`config.mk`:
```
export PLATFORM = sky130hd
export DESIGN_NAME = csi2_rx_depacketizer
export DESIGN_NICKNAME = d
export VERILOG_FILES = /design/src/rtl/csi2_rx_depacketizer.sv
export SDC_FILE = /design/constraint.sdc
export NUM_CORES = 1
export LEC_CHECK = 0
export ABC_AREA = 1
export CAP_MARGIN = 20
export CORE_MARGIN = 2
export CORE_UTILIZATION = 25
export CTS_BUF_LIST = sky130_fd_sc_hd__clkbuf_4
export DETAILED_ROUTE_END_ITERATION = 8
export PLACE_DENSITY = 0.41
export SYNTH_ARGS = -nofsm -noshare
export SYNTH_HDL_FRONTEND = slang
export SYNTH_SLANG_ARGS = --single-unit
```
`constraint.sdc`:
```
create_clock -name clk -period 2.97 [get_ports clk]
set_input_delay 0.4455 -clock clk [delete_from_list [all_inputs] [get_ports clk]]
set_output_delay 0.4455 -clock clk [all_outputs]
set_load 0.01 [all_outputs]
```
`src/rtl/csi2_rx_depacketizer.sv`:
```
// CSI-2 RX depacketizer: parses lane-merged byte stream, checks header ECC, emits RAW16 pixels on AXI4-Stream.
// Optional payload CRC-16 check enabled by defining CSI2_RX_CRC_CHECK_EN.
`timescale 1ns/1ps
module csi2_rx_depacketizer #(
  parameter logic [1:0]  VC_ID    = 2'd0,
  parameter logic [5:0]  DT_PIXEL = 6'h2E,
  parameter logic [15:0] MAX_WC   = 16'd4096
) (
  input  logic        clk,
  input  logic        rst_n,
  input  logic [7:0]  s_axis_tdata,
  input  logic        s_axis_tvalid,
  output logic        s_axis_tready,
  output logic [15:0] m_axis_tdata,
  output logic        m_axis_tvalid,
  input  logic        m_axis_tready,
  output logic        m_axis_tlast,
  output logic        m_axis_tuser,
  output logic        frame_active,
  output logic        frame_start,
  output logic        frame_end,
  output logic [15:0] line_count,
  output logic        ecc_err,
  output logic        crc_err,
  output logic        fmt_err
);

  localparam int unsigned BYTE_W = 8;
  localparam int unsigned CNT_W  = 16;

  typedef enum logic [2:0] {H0, H1, H2, H3, PAY, C0, C1} state_t;

  state_t             state, state_next;
  logic               s_hs;
  logic [BYTE_W-1:0]  di, wc_lo, wc_hi, lo_byte;
  logic [CNT_W-1:0]   wc, cnt;
  logic               pix_pkt, odd_byte, tuser_arm;
  logic               hdr_bad_c, is_short_c, vc_ok_c;

  // 6-bit Hamming parity over {WC_hi, WC_lo, DI}, bit 0 = DI[0]
  function automatic logic [5:0] ecc6(input logic [23:0] d);
    logic [5:0] p;
    p[0] = ^(d & 24'hF12CB7);
    p[1] = ^(d & 24'hF2555B);
    p[2] = ^(d & 24'h749A6D);
    p[3] = ^(d & 24'hB8E38E);
    p[4] = ^(d & 24'hDF03F0);
    p[5] = ^(d & 24'hEFFC00);
    return p;
  endfunction

  assign s_axis_tready = (state == PAY) ? (!m_axis_tvalid || m_axis_tready) : 1'b1;
  assign s_hs          = s_axis_tvalid && s_axis_tready;
  assign wc            = {wc_hi, wc_lo};
  assign vc_ok_c       = (di[7:6] == VC_ID);
  assign is_short_c    = (di[5:0] < 6'h10);
  assign hdr_bad_c     = (ecc6({wc_hi, wc_lo, di}) != s_axis_tdata[5:0]) ||
                         (s_axis_tdata[7:6] != 2'b00) || (wc > MAX_WC);

  always_ff @(posedge clk or negedge rst_n) begin
    if (!rst_n) state <= H0;
    else        state <= state_next;
  end

  always_comb begin
    state_next = state;
    case (state)
      H0:  if (s_hs) state_next = H1;
      H1:  if (s_hs) state_next = H2;
      H2:  if (s_hs) state_next = H3;
      H3: begin
        if (s_hs) begin
          if (hdr_bad_c || is_short_c) state_next = H0;
          else if (wc == 16'd0)        state_next = C0;
          else                         state_next = PAY;
        end
      end
      PAY: if (s_hs && cnt == 16'd1) state_next = C0;
      C0:  if (s_hs) state_next = C1;
      C1:  if (s_hs) state_next = H0;
      default: state_next = H0;
    endcase
  end

  // Header capture, short-packet decode and pixel output register
  always_ff @(posedge clk or negedge rst_n) begin
    if (!rst_n) begin
      di            <= '0;
      wc_lo         <= '0;
      wc_hi         <= '0;
      lo_byte       <= '0;
      cnt           <= '0;
      pix_pkt       <= 1'b0;
      odd_byte      <= 1'b0;
      tuser_arm     <= 1'b0;
      m_axis_tdata  <= '0;
      m_axis_tvalid <= 1'b0;
      m_axis_tlast  <= 1'b0;
      m_axis_tuser  <= 1'b0;
      frame_active  <= 1'b0;
      frame_start   <= 1'b0;
      frame_end     <= 1'b0;
      line_count    <= '0;
      ecc_err       <= 1'b0;
      fmt_err       <= 1'b0;
    end else begin
      frame_start <= 1'b0;
      frame_end   <= 1'b0;
      ecc_err     <= 1'b0;
      fmt_err     <= 1'b0;
      if (m_axis_tvalid && m_axis_tready) begin
        m_axis_tvalid <= 1'b0;
        if (m_axis_tlast && line_count != 16'hFFFF) line_count <= line_count + 16'd1;
      end
      if (s_hs) begin
        case (state)
          H0: di    <= s_axis_tdata;
          H1: wc_lo <= s_axis_tdata;
          H2: wc_hi <= s_axis_tdata;
          H3: begin
            cnt      <= wc;
            odd_byte <= 1'b0;
            pix_pkt  <= vc_ok_c && (di[5:0] == DT_PIXEL);
            if (hdr_bad_c) begin
              ecc_err <= 1'b1;
            end else if (is_short_c && vc_ok_c) begin
              if (di[5:0] == 6'h00) begin
                frame_start  <= 1'b1;
                frame_active <= 1'b1;
                line_count   <= '0;
                tuser_arm    <= 1'b1;
              end else if (di[5:0] == 6'h01) begin
                frame_end    <= 1'b1;
                frame_active <= 1'b0;
              end
            end
          end
          PAY: begin
            cnt      <= cnt - 16'd1;
            odd_byte <= !odd_byte;
            if (!odd_byte) begin
              lo_byte <= s_axis_tdata;
            end else if (pix_pkt) begin
              // Remaining count <= 2 marks the last complete pixel for both even and odd WC
              m_axis_tdata  <= {s_axis_tdata, lo_byte};
              m_axis_tvalid <= 1'b1;
              m_axis_tlast  <= (cnt <= 16'd2);
              m_axis_tuser  <= tuser_arm;
              tuser_arm     <= 1'b0;
            end
            if (cnt == 16'd1 && pix_pkt && wc[0]) fmt_err <= 1'b1;
          end
          default: ;
        endcase
      end
    end
  end

`ifdef CSI2_RX_CRC_CHECK_EN
  logic [15:0]       crc;
  logic [BYTE_W-1:0] crc_lo;

  // Reflected CCITT CRC-16, LSB-first per byte
  function automatic logic [15:0] crc16_byte(input logic [15:0] c, input logic [7:0] d);
    logic [15:0] r;
    r = c;
    for (int i = 0; i < 8; i++) begin
      if (r[0] ^ d[i]) r = (r >> 1) ^ 16'h8408;
      else             r = r >> 1;
    end
    return r;
  endfunction

  always_ff @(posedge clk or negedge rst_n) begin
    if (!rst_n) begin
      crc     <= 16'hFFFF;
      crc_lo  <= '0;
      crc_err <= 1'b0;
    end else begin
      crc_err <= 1'b0;
      if (s_hs) begin
        case (state)
          H3:      crc     <= 16'hFFFF;
          PAY:     crc     <= crc16_byte(crc, s_axis_tdata);
          C0:      crc_lo  <= s_axis_tdata;
          C1:      crc_err <= ({s_axis_tdata, crc_lo} != crc);
          default: ;
        endcase
      end
    end
  end
`else
  assign crc_err = 1'b0;
`endif

endmodule

```
==> impl_metrics.env, run 1 <==
export IMPL_gr_total_overflow=0
export IMPL_grt_pass1_wl_um=26400
export IMPL_powerDensity_nw_per_um2=814
export IMPL_status="finished, final reports clean"
export IMPL_drc=0
export IMPL_dr_wl_met3_um=368
export IMPL_hp_class="primary input to asynchronous set/reset pin"
export IMPL_async_flop_share=1.00
export IMPL_clk_pin_slew_worst_paths_ns=0.16
export IMPL_total_power_mw=5.41
export IMPL_die_h_um=154
export IMPL_yosysSeqAreaShare=0.418
export IMPL_dr_pass1_iters=4
export IMPL_core_area_um2=22000
export IMPL_crit_chain="nor2_2 > nand2_2 > inv_2 > nand2_1 > clkdlybuf4s50_1"
export IMPL_via_per_inst=4.36
export IMPL_r2r_start="wc_hi[6]"
export IMPL_placed_area_um2=6500
export IMPL_ff2ff_path_depth=18
export IMPL_ys_ff_latch=94
export IMPL_min_period_over_period=0.877
export IMPL_dp_cells=1110
export IMPL_drtAntennaViolNets=0
export IMPL_fin_ws_ns=0.365
export IMPL_nNetsFinal=877
export IMPL_slowest_delay_ns=0.51
export IMPL_synth_cell_types=34
export IMPL_path_class="flip-flop to output port"
export IMPL_synth_ff_type="dfrtp_1"
export IMPL_holdWs_ns=0.373
export IMPL_drive_above_1_share=0.0744
export IMPL_routed_wl_um=16200
export IMPL_ir_worst_vdd_v=0.000295
export IMPL_maxCapViolCount=0
export IMPL_syn_nets=819
export IMPL_final_cells=1129
export IMPL_setup_tns_ns=0
export IMPL_place_hpwl_um=12300
export IMPL_routedWlPerCell_um=14.3
export IMPL_synthCells=784
export IMPL_highest_layer="met4"
export IMPL_start_kind="flip-flop"
export IMPL_stdcell_area_um2=6640
export IMPL_worstMarginPinSlew_ns=0.581
export IMPL_fmax_ghz=0.384
export IMPL_syn_mean_instance_area_um2=7.17
export IMPL_rsz0062_at_grt="false"
export IMPL_vias=4926
export IMPL_yosys_area_top_type_share=0.418
export IMPL_wl_met1_um=8130
export IMPL_cts_made_buffers=9
export IMPL_synth_area_um2=5620
export IMPL_synth_warnings=0
export IMPL_maxSlewViolCount=0
export IMPL_antenna_found_initial=2
export IMPL_hold_viol_final=0
export IMPL_cts_sinks=94
export IMPL_synthTopCellsByArea="dfrtp_1, nand2_1, inv_1"
export IMPL_nFillCells=2382
export IMPL_cts_tree="done"
export IMPL_fp_dieW_um=154
export IMPL_critical_path_startpoint="state[1]"
export IMPL_wl_met2_um=7440
export IMPL_track_usage=0.144
export IMPL_leakagePower_nw=3.46
export IMPL_synth_edf_count=0
export IMPL_place_ws_ns=0.440
export IMPL_clockRootBuffer="clkbuf_4"
export IMPL_crit_path_top_delay_cell="clkdlybuf4s50_1"
export IMPL_area_growth_pct=18.1
export IMPL_cts_resized=0
export IMPL_clockBufferDepth=2
export IMPL_ioPinCount=54
export IMPL_clkLatencyLatePin_ns=0.50
export IMPL_timing_rr_end="line_count[7]"
export IMPL_gp_congestion=0.821
export IMPL_final_util=0.303
export IMPL_required_ns=2.52
export IMPL_arrival_ns=2.16
export IMPL_grt_start_max_net_pins=55
export IMPL_end_kind="output port"
export IMPL_rows=54
export IMPL_worst_slew_margin_rel=0.610
export IMPL_yosys_area_top_type="dfrtp_1"
export IMPL_cts_htree_levels=3
export IMPL_setup_viol=0
export IMPL_start_util=0.256
export IMPL_die_area_um2=23700
export IMPL_period_minus_slack_ns=2.61
export IMPL_path_max_fanout=19
export IMPL_finClkSkew_ns=0.0201
export IMPL_drtIter0Drc=260
export IMPL_reg2reg_slack_ns=0.52
export IMPL_grt_pass1_vias=4753
export IMPL_portBuffers=52
what timing repair did:
item,CTS,global route
hold buffers,1,0
setup buffers,0,0
endpoints found under the hold margin,18,0
logic make-up (layout without fill, tap and decap cells):
family,count (synthesis),count (layout),synth area share
flops,94,94,0.418
other cells,1,3,0.000667
buf+inv,132,195,0.0923
compound gates,99,99,0.0932
xor+xnor,26,26,0.0405
simple gates,409,409,0.304
fa+ha+maj,23,23,0.0512
registers in the layout, indices dropped and copies added (netlist names), 3 cells and up:
name          count
cnt              16
m_axis_tdata     16
lo_byte           8
state             3
line_count       16
wc_hi             8
wc_lo             8
di                8
cell usage after synthesis (12+ instances only):
library cell	n
o21ai_0	72
dfrtp_1	94
ha_1	23
nand4_1	12
nand2_1	273
xnor2_1	12
a21oi_1	16
inv_1	101
xor2_1	14
nor2_1	41
nand3_1	50
nand2_2	12
inv_2	13
routing by layer:
metal  track usage  up-vias
met5             0        -
met4        0.0414        0
met3        0.0217       14
met2         0.227       58
met1         0.203     2275
li1              -     2579
worst max-delay path: cells and delay by family, from the launching register on:
family	cells	cell delay, ns
AND/OR/NAND/NOR	3	0.50
buffers and inverters	2	0.71
flip-flops	1	0.47
power by group:
| part | switching [mW] | internal (mW) | total, mW |
|---|---|---|---|
| Sequential | 0.311 | 1.53 | 1.84 |
| Clock | 0.509 | 0.194 | 0.703 |
| Combinational | 1.83 | 1.04 | 2.86 |
worst max path at each step:
stage | slack (ns) | to
2_1_floorplan | 0.87 | line_count[10]
5_1_grt | 0.18 | s_axis_tready
3_3_place_gp | 0.47 | line_count[8]
3_5_place_dp | 0.44 | line_count[8]
4_1_cts | 0.29 | s_axis_tready
6_report | 0.36 | s_axis_tready
placed cells by master, fill, tap and decap left out, drive strengths merged, types with 13 or more instances in the layout:
master / count
inv: 117
nand2: 286
nand3: 50
dfrtp: 94
nor2: 43
nor3: 13
ha: 23
clkdlybuf4s50: 51
xor2: 14
o21ai: 73
a21oi: 16
area by class of cell:
class	instances	area, µm²	area share
multi-input combinational	558	2750	0.414
sequential	94	2350	0.354
timing repair buffer	64	623	0.0938
inverter	115	433	0.0652
tap	280	350	0.0527
clock buffer	10	75.1	0.0113
clock inverter	6	51.3	0.00772
antenna	2	5.00	0.000753
No activity file was read; power rests on OpenSTA's default activity.
==> inputs of run 2 (changes only) <==
--- a/config.mk
+++ b/config.mk
@@ -10,6 +10,7 @@
 export CORE_MARGIN = 2
 export CORE_UTILIZATION = 25
 export CTS_BUF_LIST = sky130_fd_sc_hd__clkbuf_4
+export CTS_CLUSTER_DIAMETER = 60
 export DETAILED_ROUTE_END_ITERATION = 8
 export PLACE_DENSITY = 0.41
 export SYNTH_ARGS = -nofsm -noshare
==> results of run 2 <==
No change in the layout: final DEF, timing and power equal those of run 1.
